`src/rtl/vote_session_ctrl.sv`:
```
// Ballot sequencer: one vote per officer arm, debounced sole-button qualification, result-display select.
// Optional `VOTE_TIMEOUT_EN adds forfeiture of ballots left idle for TIMEOUT_CYCLES.
module vote_session_ctrl #(
   parameter int HOLD_CYCLES    = 10,
   parameter int TIMEOUT_CYCLES = 1000
) (
   input  logic       clk,
   input  logic       rst,
   input  logic       mode,
   input  logic       arm,
   input  logic       button1,
   input  logic       button2,
   input  logic       button3,
   input  logic       button4,
   output logic       ready,
   output logic       vote_valid,
   output logic [1:0] vote_id,
   output logic       conflict,
   output logic       timeout,
   output logic       result_en,
   output logic [1:0] result_sel
);

   localparam int            HW        = $clog2(HOLD_CYCLES + 1);
   localparam logic [HW-1:0] HOLD_LAST = HW'(HOLD_CYCLES - 1);

   typedef enum logic [2:0] {
      S_IDLE, S_ARMED, S_DEBOUNCE, S_COMMIT, S_WAIT_REL, S_RESULT
   } state_e;

   state_e        state_q, state_d;
   logic [HW-1:0] hold_q, hold_d;
   logic [1:0]    cand_q, cand_d;
   logic          ready_q, ready_d;
   logic          vote_valid_q, vote_valid_d;
   logic [1:0]    vote_id_q, vote_id_d;
   logic          conflict_q, conflict_d;
   logic          timeout_q, timeout_d;
   logic          result_en_q, result_en_d;
   logic [1:0]    result_sel_q, result_sel_d;

   logic [3:0] btn;
   logic       sole, multi;
   logic [1:0] btn_idx;
   logic       tmo_hit;

   assign btn = {button4, button3, button2, button1};

   always_comb begin
      sole    = 1'b1;
      btn_idx = 2'd0;
      case (btn)
         4'b0001: btn_idx = 2'd0;
         4'b0010: btn_idx = 2'd1;
         4'b0100: btn_idx = 2'd2;
         4'b1000: btn_idx = 2'd3;
         default: sole = 1'b0;
      endcase
      multi = !sole && (btn != 4'b0000);
   end

`ifdef VOTE_TIMEOUT_EN
   localparam int            TW       = $clog2(TIMEOUT_CYCLES + 1);
   localparam logic [TW-1:0] TMO_LAST = TW'(TIMEOUT_CYCLES - 1);

   logic [TW-1:0] tmo_q, tmo_d;

   assign tmo_hit = ((state_q == S_ARMED) || (state_q == S_DEBOUNCE)) && (tmo_q == TMO_LAST);
`else
   assign tmo_hit = 1'b0;
`endif

   always_comb begin
      // NOTE: every always_comb output gets a default first, so no path can infer a latch.
      state_d      = state_q;
      hold_d       = hold_q;
      cand_d       = cand_q;
      result_sel_d = result_sel_q;
      vote_valid_d = 1'b0;
      vote_id_d    = 2'd0;
      conflict_d   = 1'b0;
      timeout_d    = 1'b0;
`ifdef VOTE_TIMEOUT_EN
      tmo_d        = tmo_q;
      if ((state_q == S_ARMED) || (state_q == S_DEBOUNCE)) tmo_d = tmo_q + TW'(1);
`endif

      case (state_q)
         S_IDLE: begin
            hold_d = '0;
            if (mode) begin
               state_d = S_RESULT;
            end else if (arm) begin
               state_d = S_ARMED;
`ifdef VOTE_TIMEOUT_EN
               tmo_d   = '0;
`endif
            end
         end
         S_ARMED: begin
            if (sole) begin
               state_d = S_DEBOUNCE;
               cand_d  = btn_idx;
               hold_d  = HW'(1);
            end else if (multi) begin
               conflict_d = 1'b1;
            end
         end
         S_DEBOUNCE: begin
            if (sole && (btn_idx == cand_q)) begin
               if (hold_q == HOLD_LAST) begin
                  state_d      = S_COMMIT;
                  vote_valid_d = 1'b1;
                  vote_id_d    = cand_q;
                  hold_d       = '0;
               end else begin
                  hold_d = hold_q + HW'(1);
               end
            end else begin
               state_d    = S_ARMED;
               hold_d     = '0;
               conflict_d = multi;
            end
         end
         S_COMMIT:   state_d = S_WAIT_REL;
         S_WAIT_REL: if (btn == 4'b0000) state_d = S_IDLE;
         S_RESULT: begin
            if (sole) result_sel_d = btn_idx;
            if (!mode) state_d = S_IDLE;
         end
         default: state_d = S_IDLE;
      endcase

      // A commit landing on the forfeit edge keeps the vote.
      if (tmo_hit && (state_d != S_COMMIT)) begin
         state_d    = S_IDLE;
         hold_d     = '0;
         conflict_d = 1'b0;
         timeout_d  = 1'b1;
      end

      ready_d     = (state_d == S_ARMED) || (state_d == S_DEBOUNCE);
      result_en_d = (state_d == S_RESULT);
   end

   // NOTE: sequential state uses non-blocking assignments so every flop samples pre-edge values.
   always_ff @(posedge clk) begin
      if (rst) begin
         state_q      <= S_IDLE;
         hold_q       <= '0;
         cand_q       <= 2'd0;
         ready_q      <= 1'b0;
         vote_valid_q <= 1'b0;
         vote_id_q    <= 2'd0;
         conflict_q   <= 1'b0;
         timeout_q    <= 1'b0;
         result_en_q  <= 1'b0;
         result_sel_q <= 2'd0;
`ifdef VOTE_TIMEOUT_EN
         tmo_q        <= '0;
`endif
      end else begin
         state_q      <= state_d;
         hold_q       <= hold_d;
         cand_q       <= cand_d;
         ready_q      <= ready_d;
         vote_valid_q <= vote_valid_d;
         vote_id_q    <= vote_id_d;
         conflict_q   <= conflict_d;
         timeout_q    <= timeout_d;
         result_en_q  <= result_en_d;
         result_sel_q <= result_sel_d;
`ifdef VOTE_TIMEOUT_EN
         tmo_q        <= tmo_d;
`endif
      end
   end

   assign ready      = ready_q;
   assign vote_valid = vote_valid_q;
   assign vote_id    = vote_id_q;
   assign conflict   = conflict_q;
   assign timeout    = timeout_q;
   assign result_en  = result_en_q;
   assign result_sel = result_sel_q;

endmodule

```
`config.mk`:
```
export PLATFORM = sky130hd
export DESIGN_NAME = vote_session_ctrl
export DESIGN_NICKNAME = d
export VERILOG_FILES = /design/src/rtl/vote_session_ctrl.sv
export SDC_FILE = /design/constraint.sdc
export NUM_CORES = 1
export LEC_CHECK = 0
export ABC_AREA = 1
export CORE_ASPECT_RATIO = 0.75
export CORE_MARGIN = 3
export CORE_UTILIZATION = 30
export CTS_CLUSTER_SIZE = 14
export DETAILED_ROUTE_END_ITERATION = 7
export GPL_TIMING_DRIVEN = 1
export PLACE_DENSITY_LB_ADDON = 0.3
export SETUP_SLACK_MARGIN = 0.02
export SLEW_MARGIN = 20
export SYNTH_ARGS = -nofsm -noshare
export SYNTH_HDL_FRONTEND = slang
export SYNTH_SLANG_ARGS = --single-unit
```
`constraint.sdc`:
```
create_clock -name clk -period 2.16 [get_ports clk]
set_input_delay 0.432 -clock clk [delete_from_list [all_inputs] [get_ports clk]]
set_output_delay 0.432 -clock clk [all_outputs]
set_load 0.03 [all_outputs]
```
==> metrics.cfg <==
[logic_synthesis]
synth_cell_types=25
ys_warn_count=0
syn_area_sq_um=975
synth-seq-cells=17
synth_area_leader_cell=dfxtp_1
synth_nets=145
syn_inst=135
syn_avg_cell_area_sq_um=7.22
ys_top_cells_by_area=dfxtp_1 35%, nand2_1 11%, inv_1 6.9%, nand3_1 5.1%, nor2_1 5.0%
ys_seq_area_share_pct=34.9
synth_top_cell_area_share_pct=34.9

[finish]
layout_common_cells=28 x nand2_1, 18 x inv_1, 17 x dfxtp_1
fill_cells=322
drive_above_1_share_pct=19.7
diodes=0
nets=163
utilization_pct=39.9
final_common_cell=nand2_1
syn_to_final_growth_pct=23.7
design_area_sq_mm=0.00121

[place]
place_congestion=0.829
port_buffers=15
dp_hpwl_um=1650
place_ws_ns=0.177
dpl-instance-area_sq_mm=0.00116

[sta]
finalCritPeriodShare_pct=79.7
rsz0062_at_grt=false
final_max_slew_viol_count=0
setup_tns_ns=0
hold_viol=0
layout_setup_ws_ns=0.438
fin_crit_ns=1.72
max_freq_ghz=0.581
setup_violations=0
fin_skew_ns=0.00271

[grt]
grt_pass1_vias=796
antenna_found_initial=0
grt_overflow_total=0
grt_use_total_pct=10.8
grt_pass1_wl_um=3390
grt_max_degree=10

[power]
p_leak_nw=0.507
peakVddDrop_mv=0.382
internal-power_w=0.000551
seqPwrFrac_pct=43.6
combPwrFrac_pct=27.6
p_switching_w=0.000261
p_sw_share_pct=32.1
clockPowerShare_pct=28.8
pwr_density_cell_mw_per_mm2=673

[clocking]
ctsHoldBuffers=0
htree_num_levels=1
cts_buffer_depth=2
cts-root-buf=clkbuf_8
post_cts_resized=0
clk-insertion-delay-late_ns=0.25
cts_setup_buffers=0
clk_pin_slew_ns=0.06
tritoncts=built
cts.sinks=17
numCtsBuffers=3

[detailed_routing]
drc=0
avgViaCountPerCell=4.49
routedWlPerCell_um=10.5
ant_nets=0
firstDrtPassIters=4
routed_wl_um=2000
first_iter_violations=36
vias=854

[worst_setup_path]
cp.required_ns=2.31
criticalPathCategory=input pin to flop
reg2regPathDepth=9
start_kind=input pin
endpoint=ready
r2r-start=hold_q[0]
startpoint=button4
regToRegSetupSlack_ns=0.72
endpoint_kind=flop
crit_fanout=3
cp_data_arrival_time_ns=1.87
timing.rr.end=ready

[die]
die_w_um=71.8
start_util_pct=32.3
io_pins=17
die-area_sq_mm=0.00398
die_h_um=55.4
row_count=17
core-area_sq_mm=0.00302

[min_path]
worst_hold_path_type=flop to flop
min_from=result_sel[1]

[outcome]
status=finished clean

[flow_run]
maxCapViolCount=0

-- metal layers --
metal / vias to the layer above / global-route usage [%] / wire, um
met2: 20 / 15.4 / 818
met4: 0 / 2.95 / 20
met5: - / 0 / 0
li1: 456 / - / -
met3: 4 / 5.09 / 130
met1: 374 / 14.5 / 1040
-- critical path: stages --
cell and delay (ns):
clkdlybuf4s50_1 0.47, nor2_2 0.19, nand2_1 0.10, nand2_2 0.10
nand2_1 0.07, nand2_2 0.08, nand3_4 0.09, nand2_1 0.11
inv_1 0.06, nand2_1 0.09, a21oi_2 0.05
-- cells by family after synthesis --
logic type	share of synthesized area [%]
XOR/XNOR	1.67
buffers and inverters	10.0
AND/OR/NAND/NOR	41.3
other	0.385
AO/OA/AOI/OAI	9.11
adder cells (fa/ha/maj)	2.57
flip-flops	34.9
-- power by group through the flow --
stage / sequential [W] / clock, W / combinational [W]
after detailed placement: 0.000360 / 0 / 0.000225
final: 0.000354 / 0.000234 / 0.000224
after CTS: 0.000354 / 0.000243 / 0.000226
after floorplan: 0.000373 / 0 / 0.000151
after global placement: 0.000359 / 0 / 0.000222
after global routing: 0.000356 / 0.000254 / 0.000249
-- per-stage QoR --
| step | std cells | hold WS [ns] | power (W) |
|---|---|---|---|
| after CTS | 190 | 0.471 | 0.000824 |
| after detailed placement | 186 | 0.454 | 0.000586 |
| after floorplan | 135 | 0.444 | 0.000524 |
| final | 190 | 0.469 | 0.000811 |
| after global routing | 190 | 0.497 | 0.000859 |
| after global placement | 186 | 0.455 | 0.000581 |
-- cell usage after synthesis --
| master | instances |
|---|---|
| conb_1 | 1 |
| buf_1 | 1 |
| o21ai_1 | 2 |
| nand3_4 | 1 |
| buf_4 | 1 |
| xnor2_2 | 1 |
| nand2_2 | 5 |
| nand4_1 | 3 |
| inv_1 | 18 |
| ha_1 | 2 |
| inv_2 | 5 |
| nand2_4 | 3 |
| a21oi_2 | 1 |
| nor2_1 | 13 |
| dfxtp_1 | 17 |
| a2111oi_2 | 1 |
| o21ai_0 | 2 |
| or2_4 | 1 |
| nor2_2 | 3 |
| nand2_1 | 28 |
| nand3_1 | 10 |
| nand3_2 | 2 |
| a21oi_1 | 9 |
| nor3_1 | 1 |
| nor2_4 | 4 |
-- worst min-delay path by stage --
| stage | end | slack (ns) | cells after the start |
|---|---|---|---|
| floorplan | vote_id[1] | 0.44 | 2 |
| global placement | result_sel[0] | 0.46 | 2 |
| detailed placement | result_sel[1] | 0.45 | 2 |
| CTS | result_sel[1] | 0.47 | 2 |
| global route | result_sel[0] | 0.50 | 2 |
| finish | result_sel[1] | 0.47 | 2 |
-- flip-flops by register name (all words and copies together), names as in the netlist --
signal and flops:
vote_id 2, conflict 1, result_sel 2, result_en 1, state_q 3, hold_q 4, cand_q 2, vote_valid 1
ready 1
-- area by class of cell --
class	instances	area (sq um)	area share [%]
Multi-Input combinational cell	93	537	44.5
Sequential cell	17	340	28.2
Timing Repair Buffer	15	150	12.4
Inverter	23	86.3	7.16
Tap cell	38	47.5	3.94
Clock buffer	4	45.0	3.73
Power figures use the tool's default switching activity.
